## config.mk

```make
export PLATFORM = sky130hd
export DESIGN_NAME = ulpi_link_ctrl
export DESIGN_NICKNAME = d
export VERILOG_FILES = /design/src/rtl/ulpi_link_ctrl.sv
export SDC_FILE = /design/constraint.sdc
export NUM_CORES = 1
export LEC_CHECK = 0
export ABC_AREA = 1
export CAP_MARGIN = 10
export CORE_UTILIZATION = 40
export DETAILED_ROUTE_END_ITERATION = 16
export GPL_ROUTABILITY_DRIVEN = 0
export GPL_TIMING_DRIVEN = 0
export PLACE_DENSITY = 0.73
export SKIP_LAST_GASP = 1
export SLEW_MARGIN = 40
export SYNTH_ARGS = -nofsm -noshare
export SYNTH_HDL_FRONTEND = slang
export SYNTH_SLANG_ARGS = --single-unit
```

## constraint.sdc

```tcl
create_clock -name clk_i -period 1.7 [get_ports clk_i]
set_input_delay 0.34 -clock clk_i [delete_from_list [all_inputs] [get_ports clk_i]]
set_output_delay 0.34 -clock clk_i [all_outputs]
set_load 0.02 [all_outputs]
```

## src/rtl/ulpi_link_ctrl.sv

```systemverilog
// ulpi_link_ctrl: ULPI link front end covering bus turnaround, RX CMD/data decode and PHY register access.
module ulpi_link_ctrl #(
  parameter int NXT_TIMEOUT = 255
) (
  input  logic       clk_i,
  input  logic       rst_i,
  input  logic [7:0] ulpi_data_out_i,
  input  logic       ulpi_dir_i,
  input  logic       ulpi_nxt_i,
  output logic [7:0] ulpi_data_in_o,
  output logic       ulpi_stp_o,
  input  logic       reg_req_i,
  input  logic       reg_we_i,
  input  logic [5:0] reg_addr_i,
  input  logic [7:0] reg_wdata_i,
  output logic       reg_ack_o,
  output logic       reg_abort_o,
  output logic [7:0] reg_rdata_o,
  output logic       rx_valid_o,
  output logic [7:0] rx_data_o,
  output logic       rx_active_o,
  output logic       rx_error_o,
  output logic [1:0] linestate_o
);
  localparam int CW = $clog2(NXT_TIMEOUT + 1);
  typedef enum logic [2:0] {IDLE, CMD, WDATA, STP, RTURN, RDATA, RBACK} state_t;
  state_t r_state, w_next;
  logic r_dir_q, r_dir_qq, r_nxt_q;
  logic [7:0] r_data_q;
  logic r_we, r_abt;
  logic [5:0] r_addr;
  logic [7:0] r_wdata, r_rdata, r_rx_data;
  logic [CW-1:0] r_cnt;
  logic r_rx_valid, r_rx_active, r_rx_error;
  logic [1:0] r_linestate;
  logic w_turn, w_busy, w_tmo, w_latch, w_cnt_clr, w_abt, w_cap, w_rx_en;
  assign w_turn = r_dir_q != r_dir_qq;
  assign w_busy = r_dir_q || w_turn;
  assign w_tmo = r_cnt == CW'(NXT_TIMEOUT - 1);
  // The register read data phase belongs to the FSM, not to the RX decoder.
  assign w_rx_en = r_dir_q && !w_turn && r_state != RDATA && r_state != RBACK;
  always_comb begin
    w_next = r_state;
    w_latch = 1'b0;
    w_cnt_clr = 1'b0;
    w_abt = 1'b0;
    w_cap = 1'b0;
    case (r_state)
      IDLE: if (reg_req_i && !w_busy) begin
        w_next = CMD;
        w_latch = 1'b1;
        w_cnt_clr = 1'b1;
      end
      CMD: if (w_busy) w_cnt_clr = 1'b1;
        else if (r_nxt_q) begin
          w_next = r_we ? WDATA : RTURN;
          w_cnt_clr = 1'b1;
        end else if (w_tmo) begin
          w_next = STP;
          w_abt = 1'b1;
        end
      WDATA: if (w_busy) begin
          w_next = CMD;
          w_cnt_clr = 1'b1;
        end else if (r_nxt_q) w_next = STP;
        else if (w_tmo) begin
          w_next = STP;
          w_abt = 1'b1;
        end
      STP: w_next = IDLE;
      RTURN: if (r_dir_q) w_next = RDATA;
      RDATA: begin
        w_next = RBACK;
        w_cap = 1'b1;
      end
      RBACK: if (!r_dir_q) w_next = IDLE;
      default: w_next = IDLE;
    endcase
  end
  always_ff @(posedge clk_i) begin
    if (rst_i) begin
      r_state <= IDLE;
      r_dir_q <= 1'b0;
      r_dir_qq <= 1'b0;
      r_nxt_q <= 1'b0;
      r_data_q <= 8'h00;
      r_we <= 1'b0;
      r_addr <= 6'h00;
      r_wdata <= 8'h00;
      r_cnt <= '0;
      r_abt <= 1'b0;
      r_rdata <= 8'h00;
      r_rx_valid <= 1'b0;
      r_rx_data <= 8'h00;
      r_rx_active <= 1'b0;
      r_rx_error <= 1'b0;
      r_linestate <= 2'b00;
    end else begin
      r_state <= w_next;
      r_dir_q <= ulpi_dir_i;
      r_dir_qq <= r_dir_q;
      r_nxt_q <= ulpi_nxt_i;
      r_data_q <= ulpi_data_out_i;
      if (w_latch) {r_we, r_addr, r_wdata} <= {reg_we_i, reg_addr_i, reg_wdata_i};
      r_cnt <= w_cnt_clr ? '0 : (r_state == CMD || r_state == WDATA) ? r_cnt + 1'b1 : r_cnt;
      r_abt <= w_abt;
      if (w_cap) r_rdata <= r_data_q;
      r_rx_valid <= w_rx_en && r_nxt_q;
      if (w_rx_en && r_nxt_q) r_rx_data <= r_data_q;
      if (w_rx_en && !r_nxt_q) begin
        r_linestate <= r_data_q[1:0];
        r_rx_active <= r_data_q[4];
        r_rx_error <= r_data_q[5] && r_data_q[4];
      end else if (w_turn && r_dir_q && r_nxt_q) r_rx_active <= 1'b1;
      else if (w_turn && !r_dir_q) r_rx_active <= 1'b0;
    end
  end
  assign ulpi_data_in_o = w_busy ? 8'h00 :
                          r_state == CMD ? {r_we ? 2'b10 : 2'b11, r_addr} :
                          r_state == WDATA ? r_wdata : 8'h00;
  assign ulpi_stp_o = r_state == STP && !r_dir_q;
  assign reg_ack_o = (r_state == STP && !r_abt) || (r_state == RBACK && !r_dir_q);
  assign reg_abort_o = r_state == STP && r_abt;
  assign reg_rdata_o = r_rdata;
  assign rx_valid_o = r_rx_valid;
  assign rx_data_o = r_rx_data;
  assign rx_active_o = r_rx_active;
  assign rx_error_o = r_rx_error;
  assign linestate_o = r_linestate;
endmodule

```

==> results.yml, run 1 <==
floorplan:
  dieArea_sq_mm: 0.00646
  core_sq_mm: 0.00592
  initial_utilization_pct: 41.5
  pin_count: 60
  row_count: 28
  die_w_um: 80.4
  fp.dieH_um: 80.4
grt:
  grt_overflow: 0
  grt_pass1_wl_um: 10500
  grt_max_degree: 12
  grt_pass1_vias: 2417
  antenna_found_initial: 0
  grt_use_total_pct: 21.4
placed_design:
  io_buffers: 58
  hpwl_um: 4250
  dp.cells: 471
  pre_cts_ws_ns: -0.459
  place_area_sq_mm: 0.00314
setup_path:
  cp-start-kind: "flip-flop"
  crit_required_ns: 1.36
  path_max_fanout: 5
  crit_type: "reg2out"
  arrival_ns: 1.57
  critPathCaptureType: "primary output"
job:
  maxCapViolCount: 0
yosys:
  synth_seq_area_share_pct: 48.1
  ys_types: 31
  yosys_warnings: 0
  synth-seq-cells: 59
  avgSynthCellArea_sq_um: 7.27
  syn-instance-count: 338
  syn_area_sq_mm: 0.00246
  syn_nets: 368
run_status:
  violations: "negative setup slack"
  status: "complete, but fails checks"
clock_tree:
  cts_tree: "yes"
  max-clock-path-buffers: 2
  cts_sinks: 59
  cts_inserted_buffers: 9
  cts_root_buffer: "clkbuf_8"
  clk_pin_slew_ns: 0.07
  htreeDepth: 3
  clkLatencyLatePin_ns: 0.34
cells_and_area:
  fin_area_sq_mm: 0.00348
  antenna_cells: 0
  drive_gt1_share_pct: 16.1
  final_common_cell: "nor2_1"
  final_cell_mix: "nor2_1 (74), nand2_1 (61), dfxtp_1 (56)"
  fin_cells: 498
  nets: 448
  syn2layout_area_growth_pct: 41.7
  final_util_pct: 58.8
detailed_routing:
  drt-wirelength-per-cell_um: 12.8
  ant_nets: 0
  drt_iter0_markers: 160
  drcViolationCount: 0
  viasPerCell: 4.94
  via_count: 2461
  routed_wl_um: 6350
  drt-pass1-iter-count: 4
timing:
  maxSlewViolCount: 0
  post-route-min-period_ns: 1.91
  fmax_mhz: 523
  hold_viol_final: 0
  rsz0062_at_grt: "true"
  tightest_slew_ns: 0.503
  period_share_pct: 113
  finalWorstSetupSlack_ns: -0.214
  slew_headroom_pct: 66.5
  setup_violations: 18
  skew_ns: 0.00808
power:
  power_density_mw_per_mm2: 975
  power_leakage_uw: 0.00143
  ir_worst_vdd_v: 0.000511
worst_hold_path:
  hp-class: "in2reg"
[through the flow]
step	hold WS, ns	total power [uW]	setup TNS [ns]
4_1_cts	0.387	3400	-1.24
2_1_floorplan	0.447	1780	0
3_3_place_gp	0.458	1930	-3.26
6_report	0.402	3390	-1.52
3_5_place_dp	0.457	1940	-3.74
5_1_grt	0.425	3540	-3.33
[routing by layer]
layer	part of all wire [%]	vias to the layer above	wire, um	global-route usage, %
met5	0	-	0	0
met4	3.5	0	223	12.7
met3	5.4	23	344	5.23
met2	48	71	3070	36.3
met1	43	1123	2720	24.1
li1	-	1244	-	-
[cells by family after synthesis]
kind of cell / after synthesis / synth area share (%)
compound gates: 56 / 11.7
xor+xnor: 4 / 1.43
fa+ha+maj: 2 / 1.02
buf+inv: 43 / 7.28
flops: 59 / 48.1
simple gates: 174 / 30.5
[path summary, 6_finish.rpt]
path	end	slack (ns)	cells after the start	from
worst min register to register	reg_rdata_o[3]	0.47	2	reg_rdata_o[3]
worst min-delay path	r_state[1]	0.40	2	rst_i
worst max-delay path	ulpi_data_in_o[6]	-0.21	6	r_state[0]
worst max register to register	r_addr[3]	-0.04	6	r_state[0]
[cell type report]
class	instances	area, sq um
Buffer	11	65.1
Tap cell	75	93.8
Clock buffer	10	138
Sequential cell	59	1190
Multi-Input combinational cell	236	1140
Fill cell	560	2440
Timing Repair inverter	1	7.51
Timing Repair Buffer	68	628
Inverter	32	130
Clock inverter	6	88.8
[Yosys cell counts, drive strengths merged]
cell    count  area share [%]
clkbuf      6            0.97
nor2       78              12
a21boi      1            0.31
xor2        3             1.1
xnor2       1            0.36
nor4        1            0.25
nand3      22             4.5
a211oi      1            0.31
or2         1            0.25
o22ai       1            0.25
o21ai      27             5.5
nor3        2            0.61
a21oi      26             5.3
dfxtp      59              48
nand4       6             2.3
inv        32             4.9
ha          2             1.0
buf         5             1.4
nand2      63              10
and3        1            0.25
[worst max-delay path, stage by stage, from the launching register on]
cell,delay (ns)
dfxtp_4,0.37
inv_4,0.07
nor3_4,0.04
buf_4,0.16
buf_4,0.14
a211oi_2,0.27
buf_4,0.19
[flip-flops by register name, summed over array words and instances (netlist names)]
name,cells
rx_error_o,1
r_wdata,8
r_nxt_q,1
r_dir_qq,1
r_we,1
rx_data_o,8
rx_active_o,1
reg_rdata_o,8
r_abt,1
r_cnt,8
rx_valid_o,1
linestate_o,2
r_data_q,8
r_dir_q,1
r_addr,6
r_state,3
[what timing repair did]
item | 4_1_cts | 5_1_grt
resized for setup | 66 | 7
endpoints found under the setup margin | 11 | 24
buffers inserted | 7 | 2
gates cloned | 2 | 0
hold buffers | 0 | 0
pin swaps | 1 | 2
endpoints found under the hold margin | 0 | 0
[report_power, final]
part / internal [uW] / switching, uW / total (uW)
clock network: 864 / 562 / 1430
logic: 198 / 267 / 466
registers: 1450 / 51.8 / 1500
total: 2510 / 881 / 3390
Note: power is estimated with default switching activity, not from simulation.
==> run 2, diff against run 1 <==
--- a/config.mk
+++ b/config.mk
@@ -10,7 +10,7 @@
 export CORE_UTILIZATION = 40
 export DETAILED_ROUTE_END_ITERATION = 16
 export GPL_ROUTABILITY_DRIVEN = 0
-export GPL_TIMING_DRIVEN = 0
+export GPL_TIMING_DRIVEN = 1
 export PLACE_DENSITY = 0.73
 export SKIP_LAST_GASP = 1
 export SLEW_MARGIN = 40
==> constraint.sdc (replaced) <==
create_clock -name clk_i -period 2 [get_ports clk_i]
set_input_delay 0.4 -clock clk_i [delete_from_list [all_inputs] [get_ports clk_i]]
set_output_delay 0.4 -clock clk_i [all_outputs]
set_load 0.02 [all_outputs]
==> run 2 against run 1 <==
The run now ends clean. Critical path depth did not move. Clock power decreased by 22%. Final cell count stayed put. Combinational power down 18%. First-iteration DRC count down 56%. Via count rose by 0.20%. Register-to-register slack better by 0.52 ns. Highest routed layer unchanged. Critical path type unchanged. Power is 18% lower. Sequential power down 15%. Utilization shrank 0.95 points. Global-route usage fell by 1.1 points. Clock skew is 0.0031 ns lower.
==> results.yml, run 2 (synthesized netlist as in run 1, its figures left out) <==
detailed_routing:
  via_count: 2466
  ant_nets: 0
  viasPerCell: 4.95
  drt_iter0_markers: 71
  drt-wirelength-per-cell_um: 12.0
  drt-pass1-iter-count: 5
  drcViolationCount: 0
  routed_wl_um: 6000
grt:
  antenna_found_initial: 0
  grt_overflow: 0
  grt_pass1_vias: 2277
  grt_pass1_wl_um: 9840
  grt_use_total_pct: 20.3
  grt_max_degree: 26
cells_and_area:
  fin_cells: 498
  drive_gt1_share_pct: 14.4
  multiInputGateArea_sq_mm: 0.00110
  fill_cells: 563
  final_common_cell: "nor2_1"
  nets: 450
  final_util_pct: 57.8
  final_cell_mix: "nor2_1 (76), nand2_1 (61), dfxtp_1 (57)"
  ff_latch_area_sq_mm: 0.00118
  antenna_cells: 0
  syn2layout_area_growth_pct: 39.4
placed_design:
  pre_cts_ws_ns: -0.0232
  io_buffers: 59
  hpwl_um: 4330
  dp.cells: 484
floorplan:
  pin_count: 60
  row_count: 28
  die_w_um: 80.4
  core_sq_mm: 0.00592
  dieArea_sq_mm: 0.00646
  initial_utilization_pct: 41.5
  fp.dieH_um: 80.4
clock_tree:
  htreeDepth: 3
  cts_tree: "yes"
  clk_pin_slew_ns: 0.06
  cts_sinks: 59
  clkLatencyLatePin_ns: 0.33
  max-clock-path-buffers: 2
  cts_inserted_buffers: 9
  cts_root_buffer: "clkbuf_8"
  hold_buffers: 0
timing:
  skew_ns: 0.00499
  period_share_pct: 94.5
  finalWorstSetupSlack_ns: 0.109
  fin_setup_tns_ns: 0
  fin_hold_ws_ns: 0.470
  maxSlewViolCount: 0
  hold_viol_final: 0
  tightest_slew_ns: 0.299
  slew_headroom_pct: 80.0
  post-route-min-period_ns: 1.89
  rsz0062_at_grt: "true"
  fmax_mhz: 529
  setup_violations: 0
power:
  ir_worst_vdd_v: 0.000545
  power_leakage_uw: 0.00146
  power_density_mw_per_mm2: 810
worst_hold_path:
  hp-class: "reg2reg"
  whs_path_depth: 2
  worst_hold_startpoint: "reg_rdata_o[1]"
  min_to: "reg_rdata_o[1]"
setup_path:
  critical_path.top_delay_family: "buffers and inverters"
  rrSetupSlack_ns: 0.48
  cp-start-kind: "flip-flop"
  crit_type: "reg2out"
  path_max_fanout: 10
  crit_required_ns: 1.60
  arrival_ns: 1.49
  slowest_delay_ns: 0.36
  r2r_start: "r_state[0]"
  critPathCaptureType: "primary output"
  worst-path-buf-inv: 3
  crit_chain: "inv_1 > nor3_2 > buf_4 > a21oi_1 > a211oi_1 > clkbuf_2"
  critical_path.slowest_cell: "dfxtp_2"
  reg2reg_depth: 6
  critPathLaunch: "r_state[0]"
  reg2reg_to: "r_wdata[7]"
job:
  maxCapViolCount: 0
run_status:
  status: "completed"
## run 2: worst max-delay path by stage
| stage | to | slack (ns) | cells past startpoint |
|---|---|---|---|
| finish | ulpi_data_in_o[6] | 0.11 | 6 |
| global route | ulpi_data_in_o[6] | -0.01 | 6 |
| CTS | ulpi_data_in_o[6] | -0.06 | 7 |
| detailed placement | ulpi_data_in_o[6] | -0.02 | 7 |
| global placement | ulpi_data_in_o[6] | -0.009 | 7 |
| floorplan | ulpi_data_in_o[6] | 0.22 | 6 |
## run 2: area by class of cell
| type | instances | share of cell area [%] |
|---|---|---|
| Multi-Input combinational cell | 236 | 32.0 |
| Tap cell | 75 | 2.74 |
| Inverter | 32 | 3.51 |
| Sequential cell | 59 | 34.6 |
| Timing Repair Buffer | 82 | 21.4 |
| Clock inverter | 3 | 1.90 |
| Clock buffer | 11 | 3.84 |
## run 2: metal layers
metal | part of all wire (%) | vias to the layer above | global-route usage, %
met2 | 50 | 72 | 35.8
li1 | - | 1243 | -
met4 | 1.9 | 0 | 11.8
met1 | 44 | 1143 | 21.6
met3 | 4.7 | 8 | 5.23
met5 | 0 | - | 0
## run 2: worst register-to-register path: cells and delay by family, from the launching register on
kind            cells  cell delay [ns]
flops               1             0.34
compound gates      1             0.20
simple gates        3             0.51
buf+inv             2             0.36
## run 2: stage by stage
| stage | area [sq um] | total power, uW |
|---|---|---|
| 6_report | 3420 | 2770 |
| 5_1_grt | 3420 | 2890 |
| 4_1_cts | 3450 | 2800 |
| 3_5_place_dp | 3270 | 1690 |
| 3_3_place_gp | 3270 | 1680 |
| 2_1_floorplan | 2460 | 1510 |
## run 2: power by group
group | total (uW) | switching [uW] | leakage [uW] | internal (uW)
clock network | 1120 | 432 | 0.0000992 | 686
registers | 1270 | 37.5 | 0.000482 | 1230
logic | 383 | 215 | 0.000874 | 168
total | 2770 | 685 | 0.00146 | 2090
## run 2: what timing repair did
| action | CTS | global route |
|---|---|---|
| endpoints found under the setup margin | 11 | 7 |
| setup buffers | 0 | 0 |
| resized for setup | 26 | 9 |
| pin swaps | 0 | 0 |
==> run 3, diff against run 2 <==
--- a/config.mk
+++ b/config.mk
@@ -11,7 +11,9 @@
 export DETAILED_ROUTE_END_ITERATION = 16
 export GPL_ROUTABILITY_DRIVEN = 0
 export GPL_TIMING_DRIVEN = 1
+export MAX_ROUTING_LAYER = met4
 export PLACE_DENSITY = 0.73
+export SETUP_SLACK_MARGIN = 0.3
 export SKIP_LAST_GASP = 1
 export SLEW_MARGIN = 40
 export SYNTH_ARGS = -nofsm -noshare
==> run 3 against run 2 <==
Clock skew increased by 0.0046 ns. Global-route usage increased by 0.82 points. Utilization increased by 1.5 points. Sequential share of layout area decreased by 0.67 points. Non-clock buffer count increased by 4. Clock-buffer cell count unchanged. Flip-flop and latch count unchanged. Clock power decreased by 14%.
==> results.yml, run 3 (synthesized netlist as in run 1, its figures left out) <==
timing:
  period_share_pct: 93.4
  rsz0062_at_grt: "true"
  skew_ns: 0.00956
  slew_headroom_pct: 75.3
  post-route-min-period_ns: 1.87
  hold_viol_final: 0
  setup_violations: 0
  tightest_slew_ns: 0.369
  maxSlewViolCount: 0
  fmax_mhz: 535
cells_and_area:
  fin_cells: 504
  nets: 454
  drive_gt1_share_pct: 18.9
  antenna_cells: 0
  syn2layout_area_growth_pct: 42.9
  fill_cells: 561
  final_cell_mix: "nor2_1 (73), nand2_1 (60), dfxtp_1 (56)"
  final_common_cell: "nor2_1"
clock_tree:
  cts_inserted_buffers: 9
  clkLatencyLatePin_ns: 0.34
  htreeDepth: 3
  clk_pin_slew_ns: 0.07
  cts_root_buffer: "clkbuf_8"
  max-clock-path-buffers: 2
  hold_buffers: 0
  cts_tree: "yes"
  cts_sinks: 59
detailed_routing:
  viasPerCell: 4.87
  drt-wirelength-per-cell_um: 12.4
  drcViolationCount: 0
  via_count: 2452
  drt-pass1-iter-count: 5
  drt_iter0_markers: 121
  ant_nets: 0
  routed_wl_um: 6260
setup_path:
  path_max_fanout: 5
  cp-start-kind: "flip-flop"
  slowest_delay_ns: 0.37
  crit_required_ns: 1.60
  arrival_ns: 1.47
  cp.depth: 5
  worst-path-buf-inv: 2
  reg2reg_depth: 11
  crit_type: "reg2out"
  critical_path.slowest_cell: "dfxtp_4"
  critical_path.top_delay_family: "flip-flops"
  crit_chain: "nor3_4 > buf_6 > a21oi_1 > a211oi_2 > buf_4"
  critPathCaptureType: "primary output"
power:
  ir_worst_vdd_v: 0.000483
  p_total_uw: 2660
  power_density_mw_per_mm2: 757
  power_leakage_uw: 0.00161
grt:
  grt_pass1_vias: 2297
  grt_pass1_wl_um: 9950
  grt_use_total_pct: 21.1
  grt_max_degree: 26
  antenna_found_initial: 0
  grt_overflow: 0
floorplan:
  fp.dieH_um: 80.4
  row_count: 28
  core_sq_mm: 0.00592
  pin_count: 60
  initial_utilization_pct: 41.5
  die_w_um: 80.4
  dieArea_sq_mm: 0.00646
worst_hold_path:
  hp-class: "reg2reg"
  whs_path_depth: 2
run_status:
  status: "completed"
job:
  maxCapViolCount: 0
placed_design:
  dp.cells: 482
  hpwl_um: 4280
  io_buffers: 59
run 3: cell count changes in the layout (fill, tap and decap cells not counted), sizes merged, moves of 4 or more:
cell / previous run / this run
buf: 27 / 38
dlymetal6s2s: 0 / 5
clkinvlp: 0 / 4
clkdlybuf4s50: 48 / 31
clkbuf: 15 / 11
dlygate4sd2: 2 / 12
run 3: power by group:
part           switching, uW  internal, uW  total [uW]  leakage, uW
clock                    481           484         965    0.0000778
combinational            231           189         421      0.00105
sequential              37.9          1230        1270     0.000484
run 3: through the flow:
stage               setup TNS, ns  hold slack [ns]  setup slack, ns  util, %  instance area, sq um
floorplan                       0            0.449            0.374        -                  2460
global placement                0            0.451           0.0440     54.8                  3240
detailed placement        -0.0247            0.460          -0.0247     54.8                  3240
CTS                             0            0.471            0.138     58.2                  3450
global route                    0            0.492           0.0576     59.3                  3510
finish                          0            0.466            0.131     59.3                  3510
run 3: cell type report:
cell class              instances  area [sq um]  area share, %
repair buffers                 86           777           22.1
inverters                      32           123           3.49
flip-flops and latches         59          1190           33.9
clock inverters                 5          38.8           1.11
multi-input cells             236          1150           32.7
clock buffers                  11           141           4.03
well taps                      75          93.8           2.67
run 3: tightest hold or removal path, cell delays in order, from the launching register on:
cell and delay, ns:
dfxtp_1 0.31, nand2_1 0.06, a21oi_1 0.05
run 3: repair_timing:
| action | CTS | global route |
|---|---|---|
| pin swaps | 1 | 4 |
| buffers inserted | 4 | 1 |
| endpoints found under the setup margin | 24 | 32 |
| cloned | 0 | 1 |
| gates resized for setup | 76 | 17 |
| endpoints found under the hold margin | 0 | 0 |
run 3: layer usage:
metal	share of wire, %	GRT usage (%)	vias up
li1	-	-	1254
met1	42	22.4	1113
met2	50	36.3	73
met3	5.6	5.23	12
met4	2.3	10.5	0
met5	0	-	-
run 3: final timing paths:
| check | start | to | slack (ns) |
|---|---|---|---|
| worst min register to register | reg_rdata_o[6] | reg_rdata_o[6] | 0.47 |
| worst max register to register | r_state[0] | r_state[1] | 0.36 |
| worst min-delay path | reg_rdata_o[6] | reg_rdata_o[6] | 0.47 |
| worst max-delay path | r_state[1] | ulpi_data_in_o[6] | 0.13 |
